File: config.mk
export PLATFORM = sky130hd
export DESIGN_NAME = rv32_lsu_bus_bridge
export DESIGN_NICKNAME = d
export VERILOG_FILES = /design/src/rtl/rv32_lsu_bus_bridge.sv
export SDC_FILE = /design/constraint.sdc
export NUM_CORES = 1
export LEC_CHECK = 0
export BUFFER_PORTS_ARGS = -buffer_cell sky130_fd_sc_hd__buf_2
export CORE_ASPECT_RATIO = 1.25
export CORE_MARGIN = 2
export CORE_UTILIZATION = 35
export DETAILED_ROUTE_END_ITERATION = 10
export SYNTH_ARGS = -nofsm -noshare
export SYNTH_HDL_FRONTEND = slang
export SYNTH_SLANG_ARGS = --single-unit
File: constraint.sdc
create_clock -name clk -period 1.9 [get_ports clk]
set_input_delay 0.38 -clock clk [delete_from_list [all_inputs] [get_ports clk]]
set_output_delay 0.38 -clock clk [all_outputs]
set_load 0.005 [all_outputs]
File: src/rtl/rv32_lsu_bus_bridge.sv
// rtl/rv32_lsu_bus_bridge.sv - RV32 load/store unit bridging the core data port to a valid/ready bus
module rv32_lsu_bus_bridge #(
    parameter int AW      = 32,
    parameter int TIMEOUT = 64
) (
    input  logic          clk,
    input  logic          reset_n,
    input  logic [AW-1:0] i_core_addr,
    input  logic          i_core_read,
    input  logic          i_core_write,
    input  logic [2:0]    i_core_funct3,
    input  logic [31:0]   i_core_wdata,
    output logic [31:0]   o_core_rdata,
    output logic          o_stall,
    output logic          o_done,
    output logic          o_access_err,
    output logic          o_bus_req_valid,
    input  logic          i_bus_req_ready,
    output logic [AW-1:0] o_bus_addr,
    output logic          o_bus_we,
    output logic [3:0]    o_bus_wstrb,
    output logic [31:0]   o_bus_wdata,
    input  logic          i_bus_rsp_valid,
    input  logic [31:0]   i_bus_rdata
);
    typedef enum logic [1:0] {S_IDLE, S_REQ, S_WAIT, S_DONE} state_t;

    localparam int CW = (TIMEOUT > 1) ? $clog2(TIMEOUT) : 1;

    state_t          r_state, w_next;
    logic [CW-1:0]   r_cnt;
    logic [AW-1:0]   r_addr;
    logic            r_we;
    logic [3:0]      r_wstrb;
    logic [31:0]     r_wdata;
    logic [2:0]      r_funct3;
    logic [1:0]      r_off;
    logic [31:0]     r_rdata;
    logic            r_err;

    logic            w_req;
    logic            w_bad;
    logic            w_timeout;
    logic [3:0]      w_strb;
    logic [31:0]     w_wdata;
    logic [15:0]     w_lane;
    logic [31:0]     w_fmt;

    assign w_req     = i_core_read | i_core_write;
    assign w_timeout = (TIMEOUT != 0) && (r_cnt == CW'(TIMEOUT - 1));

    always_comb begin
        w_bad = 1'b0;
        if (i_core_read && i_core_write)                                 w_bad = 1'b1;
        if (i_core_funct3 == 3'd3 || i_core_funct3 == 3'd6 || i_core_funct3 == 3'd7) w_bad = 1'b1;
        if (i_core_write && i_core_funct3 > 3'd2)                        w_bad = 1'b1;
        if (i_core_funct3[1:0] == 2'd1 && i_core_addr[0])                w_bad = 1'b1;
        if (i_core_funct3 == 3'd2 && i_core_addr[1:0] != 2'b00)          w_bad = 1'b1;
    end

    // Stores replicate the datum across every lane so the strobes alone select the bytes.
    always_comb begin
        w_strb  = 4'b0000;
        w_wdata = 32'h0;
        if (i_core_write) begin
            case (i_core_funct3[1:0])
                2'd0: begin
                    w_strb  = 4'b0001 << i_core_addr[1:0];
                    w_wdata = {4{i_core_wdata[7:0]}};
                end
                2'd1: begin
                    w_strb  = 4'b0011 << {i_core_addr[1], 1'b0};
                    w_wdata = {2{i_core_wdata[15:0]}};
                end
                default: begin
                    w_strb  = 4'b1111;
                    w_wdata = i_core_wdata;
                end
            endcase
        end
    end

    assign w_lane = 16'(i_bus_rdata >> {r_off, 3'b000});

    always_comb begin
        w_fmt = i_bus_rdata;
        case (r_funct3)
            3'd0:    w_fmt = {{24{w_lane[7]}}, w_lane[7:0]};
            3'd1:    w_fmt = {{16{w_lane[15]}}, w_lane};
            3'd4:    w_fmt = {24'h0, w_lane[7:0]};
            3'd5:    w_fmt = {16'h0, w_lane};
            default: w_fmt = i_bus_rdata;
        endcase
    end

    always_comb begin
        w_next = r_state;
        case (r_state)
            S_IDLE: if (w_req) w_next = w_bad ? S_DONE : S_REQ;
            S_REQ:  if (i_bus_req_ready) w_next = S_WAIT;
            S_WAIT: if (i_bus_rsp_valid || w_timeout) w_next = S_DONE;
            default: w_next = S_IDLE;
        endcase
    end

    always_ff @(posedge clk or negedge reset_n) begin
        if (!reset_n) r_state <= S_IDLE;
        else          r_state <= w_next;
    end

    always_ff @(posedge clk or negedge reset_n) begin
        if (!reset_n) begin
            r_cnt    <= '0;
            r_addr   <= '0;
            r_we     <= 1'b0;
            r_wstrb  <= 4'b0000;
            r_wdata  <= 32'h0;
            r_funct3 <= 3'd0;
            r_off    <= 2'd0;
            r_rdata  <= 32'h0;
            r_err    <= 1'b0;
        end else begin
            case (r_state)
                S_IDLE: if (w_req) begin
                    r_addr   <= {i_core_addr[AW-1:2], 2'b00};
                    r_we     <= i_core_write;
                    r_wstrb  <= w_strb;
                    r_wdata  <= w_wdata;
                    r_funct3 <= i_core_funct3;
                    r_off    <= i_core_addr[1:0];
                    r_err    <= w_bad;
                    r_rdata  <= 32'h0;
                end
                S_REQ: r_cnt <= '0;
                S_WAIT: begin
                    if (i_bus_rsp_valid)  r_rdata <= r_we ? 32'h0 : w_fmt;
                    else if (w_timeout)   r_err   <= 1'b1;
                    else                  r_cnt   <= r_cnt + 1'b1;
                end
                default: begin
                    r_rdata <= 32'h0;
                    r_err   <= 1'b0;
                end
            endcase
        end
    end

    assign o_stall         = w_req && (r_state != S_DONE);
    assign o_done          = (r_state == S_DONE);
    assign o_access_err    = r_err;
    assign o_core_rdata    = r_rdata;
    assign o_bus_req_valid = (r_state == S_REQ);
    assign o_bus_addr      = r_addr;
    assign o_bus_we        = r_we;
    assign o_bus_wstrb     = r_wstrb;
    assign o_bus_wdata     = r_wdata;
endmodule

==> flow_summary.toml, run 1 <==
[sta]
post-route-period-util = 0.916
hold_viol_final = 0
min_period_ps = 1740
tns_ps = 0
setup_viol = 0
relSlewSlack = 0.401
tightest_slew_ps = 897
drv_slew = 0
rsz0062_at_grt = "false"
finalClockSkew_ps = 12.0
max_freq_mhz = 575

[routing]
drc = 0
wl_per_cell_um = 17.0
antenna_left = 0
firstDrtPassIters = 4
via_per_inst = 5.26
vias = 4874
first_iter_violations = 190
drt-total-wl_mm = 15.8

[finish]
nFillCells = 1443
layout-drive-gt1-share = 0.416
nets = 840
area_delta_synth_final_pct = 36.3
multi_input_area_um2 = 2390
fin_area_um2 = 7350
final-seq-area_um2 = 2830

[floorplanning]
ioPinCount = 210
rows = 50
die_w_um = 115
coreArea_um2 = 15000
start_util = 0.359
fp.dieH_um = 143
dieArea_um2 = 16400

[setup_path]
rrSetupSlack_ps = 160
r2r-start = "r_state[1]"
crit_buf_inv = 3
arrival_ps = 2030
cp_top_family = "buffers and inverters"
setup.worst_path.class = "reg2reg"
crit_path_end_kind = "flip-flop"
cp_max_fo = 63
cp_slowest_cell = "dfrtp_1"
max_stage_delay_ps = 380
critPathRequiredTime_ps = 2190
rr_worst_depth = 6
path_cells = "inv_1, ha_1, buf_4, o21ai_4, buf_12, mux2_2"
r2r_end = "o_bus_addr[17]"
critPathLaunchType = "flip-flop"

[grt]
antenna_found_initial = 1
grt_pass1_wl_mm = 25.1
grt_pass1_vias = 5043
grt_usage = 0.196
grt_max_degree = 64
grt-ovfl-total = 0

[hold_path]
min_to = "o_bus_addr[18]"
min-delay-path-class = "in2reg"
worstHoldStart = "i_core_addr[18]"
hold_depth = 2

[run]
cap_violations = 0

[logic_synthesis]
yosys.cell_types.count = 46
ys_warn_count = 0
synth.avg_cell_area_um2 = 10.5
ys_seq_area_frac = 0.524
synthCells = 514
synthesis.area_um2 = 5390
synth-seq-cells = 113

[placement]
hpwl_mm = 11.7
gp_congestion = 0.788
detailed_place.area_um2 = 6750
io_buffers = 207

[clock_network]
cts_buffers = 17
htree_levels = 4
clk-insertion-delay-late_ps = 410
cts.path.max_buffers = 2
post_cts_buffers = 0
cts_root_buf = "clkbuf_16"
cts_tree = "done"
cts.sinks = 113
clkSlewWorstSetupHoldPaths_ps = 60

[status]
status = "finished clean"

[power_and_ir_drop]
pwr_density_cell_nw_per_um2 = 1580
irDropWorstVdd_mv = 0.840
power_leakage_nw = 3.64
## worst reg2reg max path, stage by stage (launching register included)
cell,delay [ps]
dfrtp_1,380
inv_1,90
ha_1,200
buf_4,160
o21ai_4,70
buf_12,290
mux2_2,420
## state kept, by name (all words and copies together), names as in the netlist
| register | count |
|---|---|
| r_off | 2 |
| o_bus_wdata | 32 |
| o_access_err | 1 |
| r_funct3 | 3 |
| o_bus_wstrb | 4 |
| r_state | 2 |
| r_cnt | 6 |
| o_bus_addr | 30 |
| o_bus_we | 1 |
| o_core_rdata | 32 |
## synth_stat cells, drive strengths merged
| cell type | n | area, um^2 |
|---|---|---|
| nand2 | 51 | 191 |
| nand3b | 8 | 60.1 |
| inv | 12 | 45.0 |
| nor2b | 18 | 113 |
| a22oi | 16 | 120 |
| clkbuf | 24 | 90.1 |
| conb | 1 | 3.75 |
| o41ai | 1 | 8.76 |
| o21bai | 2 | 15.0 |
| or3 | 1 | 6.26 |
| mux2i | 19 | 190 |
| o21a | 2 | 15.0 |
| o22ai | 6 | 37.5 |
| o21ai | 78 | 394 |
| a22o | 22 | 193 |
| a222oi | 1 | 10.0 |
| a211o | 1 | 8.76 |
| a31oi | 1 | 6.26 |
| o311ai | 1 | 8.76 |
| nor3 | 2 | 10.0 |
| nand3 | 6 | 30.0 |
| nor2 | 26 | 97.6 |
| o221ai | 1 | 8.76 |
| a41oi | 1 | 8.76 |
| o31ai | 8 | 60.1 |
| nor3b | 3 | 27.5 |
| nand2b | 5 | 31.3 |
| o2111ai | 1 | 8.76 |
| ha | 5 | 62.6 |
| a21oi | 16 | 80.1 |
| or4 | 2 | 15.0 |
| a21boi | 1 | 7.51 |
| mux2 | 43 | 488 |
| and2 | 1 | 6.26 |
| o211ai | 2 | 15.0 |
| nand4bb | 1 | 11.3 |
| buf | 11 | 70.1 |
| dfrtp | 113 | 2830 |
| a221o | 1 | 10.0 |
## logic make-up (layout without fill, tap and decap cells)
family | Yosys count | after routing | share of synthesized area
other cells | 1 | 3 | 0.000695
buf+inv | 47 | 275 | 0.0380
flops | 113 | 113 | 0.524
simple gates | 124 | 124 | 0.111
mux | 62 | 62 | 0.126
compound gates | 162 | 162 | 0.188
fa+ha+maj | 5 | 5 | 0.0116
## report_power, final
| part | switching, W | internal (W) | total, W |
|---|---|---|---|
| Clock | 0.00114 | 0.00195 | 0.00309 |
| Sequential | 0.000583 | 0.00335 | 0.00393 |
| Combinational | 0.00239 | 0.00222 | 0.00461 |
## layer usage
layer | vias to the layer above | GRT usage | part of all wire
met3 | 14 | 0.0709 | 0.081
met5 | - | 0 | 0
met4 | 0 | 0.0596 | 0.011
met2 | 189 | 0.334 | 0.50
li1 | 2282 | - | -
met1 | 2389 | 0.229 | 0.41
## timing repair
action	CTS	global route
endpoints found under the hold margin	30	0
hold buffers	1	0
gates resized for setup	0	1
setup endpoints to repair	0	1
## cell usage in the layout, fill, tap and decap left out, types with 2 or more instances in the layout
master / netlist / layout
nand3b_1: 8 / 8
nor3b_1: 2 / 2
dfrtp_1: 113 / 113
nor2_1: 26 / 26
mux2i_1: 19 / 19
buf_12: 0 / 5
o31ai_1: 8 / 8
o21ai_1: 10 / 9
o211ai_1: 2 / 2
a22o_1: 22 / 22
o21bai_1: 2 / 2
nand2_1: 51 / 51
o22ai_1: 6 / 6
a22oi_1: 16 / 16
bufinv_16: 0 / 2
mux2_2: 42 / 42
inv_1: 12 / 12
clkbuf_16: 0 / 17
nand2b_1: 5 / 5
nor2b_1: 18 / 18
inv_6: 0 / 2
clkinvlp_4: 0 / 4
o21a_1: 2 / 2
clkinv_2: 0 / 6
conb_1: 1 / 2
a21oi_1: 16 / 16
or4_1: 2 / 2
buf_4: 2 / 19
nand3_1: 6 / 6
o21ai_0: 67 / 67
ha_1: 5 / 5
buf_2: 5 / 206
## area by class of cell
class | instances | area share
Sequential cell | 113 | 0.385
Multi-Input combinational cell | 355 | 0.325
Timing Repair Buffer | 231 | 0.175
Clock buffer | 18 | 0.0598
Tap cell | 182 | 0.0310
Clock inverter | 14 | 0.0187
Inverter | 12 | 0.00613
Antenna cell | 1 | 0.000340
## through the flow
step                      hold WS [ps]   util  setup WS, ps  total power [W]  instances
after global routing               178  0.489          13.6           0.0125        925
after CTS                          175  0.489           153           0.0118        925
after detailed placement           366  0.450           157          0.00860        892
after floorplan                   84.4      -          83.4          0.00656        515
final                              193  0.490           159           0.0116        926
after global placement             358  0.450           234          0.00846        892
## worst max-delay path by stage
stage | from | to | slack, ps | cells past startpoint
2_1_floorplan | r_state[0] | o_core_rdata[22] | 80 | 7
3_3_place_gp | r_state[0] | o_bus_addr[23] | 230 | 6
3_5_place_dp | r_state[1] | o_core_rdata[16] | 160 | 8
4_1_cts | r_state[1] | o_core_rdata[16] | 150 | 8
5_1_grt | r_state[1] | o_core_rdata[16] | 10 | 8
6_report | r_state[1] | o_bus_addr[17] | 160 | 6
(Power assumes the default switching activity.)
==> inputs of run 2 (changes only) <==
--- a/config.mk
+++ b/config.mk
@@ -5,6 +5,7 @@
 export SDC_FILE = /design/constraint.sdc
 export NUM_CORES = 1
 export LEC_CHECK = 0
+export ABC_AREA = 1
 export BUFFER_PORTS_ARGS = -buffer_cell sky130_fd_sc_hd__buf_2
 export CORE_ASPECT_RATIO = 1.25
 export CORE_MARGIN = 2
==> run 2 against run 1 <==
  * Critical endpoint is now o_stall
  * Largest cell class unchanged
  * Routed wire length grew 5.8%
  * Core utilization shrank 1.2 points
  * Critical path depth shrank 3
  * Sequential share of layout area shrank 0.41 points
  * Clock-buffer cell count grew 3
==> flow_summary.toml, run 2 <==
[status]
status = "finished clean"

[power_and_ir_drop]
irDropWorstVdd_mv = 0.653
power_frac_comb = 0.399
switchingPower_w = 0.00457
power.internal_w = 0.00705
pwr_density_cell_nw_per_um2 = 1560
power_frac_clock = 0.266
seqPwrFrac = 0.335
switching_share = 0.393
power_leakage_nw = 4.23

[sta]
tns_ps = 0
layout_setup_ws_ps = 165
drv_slew = 0
min_period_ps = 1730
hold_viol_final = 0
finalClockSkew_ps = 9.36
relSlewSlack = 0.573
max_freq_mhz = 576
post-route-period-util = 0.913
setup_viol = 0
tightest_slew_ps = 640
rsz0062_at_grt = "false"

[logic_synthesis]
yosysMostFrequentCell = "nand2_1"
yosysTopAreaCell = "dfrtp_1"
synth.avg_cell_area_um2 = 7.46
synthesis.area_um2 = 5590
yosys-mux-area-fraction = 0
synth_common_cells = "nand2_1, dfrtp_1, o21ai_0"
ys_warn_count = 0
synth-seq-cells = 113
ys_top_cells_by_area = "dfrtp_1, nand2_1, o21ai_0"
synth_compound_area_frac = 0.118
synth_top_family_by_area = "simple AND/OR/NAND/NOR gates"
synthArstFlopShare = 1.00
synthCells = 749
ys.flop_type = "dfrtp_1"
synthAdderAreaFrac = 0.0112
ys_seq_area_frac = 0.506
synth_top_area_frac = 0.506
yosys.cell_types.count = 27
synth-simple-area-share = 0.295
synth_edf_count = 0
synth-xor-area-share = 0

[grt]
grt_usage = 0.203
grt_max_degree = 114
grt_pass1_wl_mm = 26.9
antenna_found_initial = 0
grt_pass1_vias = 5427
grt-ovfl-total = 0

[setup_path]
cp_slowest_cell = "dfrtp_1"
arrival_ps = 1350
critPathLaunchType = "flip-flop"
max_stage_delay_ps = 400
crit_path_end_kind = "primary output"
cp_max_fo = 4
setup.worst_path.class = "reg2out"
critPathRequiredTime_ps = 1520
path_cells = "ha_1, nor2_1, buf_2"

[floorplanning]
start_util = 0.359
coreArea_um2 = 15600
die_w_um = 117
fp.dieH_um = 145
ioPinCount = 210
dieArea_um2 = 17000
rows = 51

[placement]
gp_congestion = 0.888
hpwl_mm = 12.2
dp_slack_ps = 139
dpl.cell_count = 1141
detailed_place.area_um2 = 6840
io_buffers = 207

[routing]
vias = 5504
via_per_inst = 4.69
drc = 0
antenna_left = 0
drt-total-wl_mm = 16.7
first_iter_violations = 316
wl_per_cell_um = 14.2
firstDrtPassIters = 5

[clock_network]
cts.path.max_buffers = 2
cts_root_buf = "clkbuf_16"
clk-insertion-delay-late_ps = 410
htree_levels = 4
clkSlewWorstSetupHoldPaths_ps = 60
cts_tree = "done"
cts_buffers = 17
cts.sinks = 113

[finish]
area_delta_synth_final_pct = 33.0
layout-drive-gt1-share = 0.275
final_common_cell = "nand2_1"
fin_cells = 1173
nets = 1058
antenna_cells = 0
fin_area_um2 = 7430
mostFrequentLayoutCells = "nand2_1, buf_2, dfrtp_1"

[run]
cap_violations = 0

[hold_path]
min-delay-path-class = "in2async"
[run 2: layer usage]
metal,wire length (um),track usage,up-vias,part of all wire
li1,-,-,2769,-
met2,8350,0.337,205,0.50
met1,6700,0.242,2495,0.40
met5,0,0,-,0
met3,1210,0.0589,35,0.073
met4,413,0.0829,0,0.025
[run 2: layout make-up]
cell class,instances,area [um^2]
multi-input cells,549,2370
flip-flops and latches,113,2830
inverters,47,179
clock buffers,21,480
clock inverters,11,104
well taps,212,265
repair buffers,220,1200
fillers,1644,8140
[run 2: path summary, 6_finish.rpt]
| check | slack (ps) | startpoint | cells past startpoint | to |
|---|---|---|---|---|
| max in group asynchronous | 1370 | reset_n | 2 | o_bus_wdata[27] |
| min | 1 | reset_n | 2 | o_core_rdata[4] |
| min in group clk | 160 | i_core_addr[5] | 3 | o_bus_addr[5] |
| max | 170 | r_state[0] | 3 | o_stall |
| min reg2reg | 460 | o_bus_addr[24] | 2 | o_bus_addr[24] |
| max reg2reg | 220 | r_state[0] | 7 | o_bus_wdata[26] |
[run 2: stage by stage]
| step | utilization | hold slack, ps | power (W) |
|---|---|---|---|
| after floorplan | - | 84.4 | 0.00677 |
| after global placement | 0.439 | 449 | 0.00855 |
| after detailed placement | 0.439 | 453 | 0.00863 |
| after CTS | 0.477 | 69.2 | 0.0118 |
| after global routing | 0.477 | 53.1 | 0.0126 |
| final | 0.477 | 1.06 | 0.0116 |
[run 2: power groups by stage]
stage	Sequential [W]	Clock (W)	Combinational (W)
floorplan	0.00394	0	0.00283
global placement	0.00391	0	0.00463
detailed placement	0.00392	0	0.00471
CTS	0.00391	0.00316	0.00470
global route	0.00402	0.00327	0.00530
finish	0.00390	0.00309	0.00463
[run 2: cell families (layout without fill, tap and decap cells)]
kind of cell,after synthesis,count (layout)
AOI/OAI and AO/OA,130,130
adders and majority gates,5,5
buffers and inverters,88,299
DFF,113,113
other,1,2
and+or+nand+nor,412,412
[run 2: what timing repair did]
action,CTS,global route
hold buffers,0,0
gates resized for setup,0,2
buffers inserted,0,0
endpoints found under the setup margin,0,3
[run 2: critical path: cells and delay by family (launching register included)]
kind	cells	cell delay [ps]
buffers and inverters	1	140
adders and majority gates	1	250
and+or+nand+nor	1	160
DFF	1	400
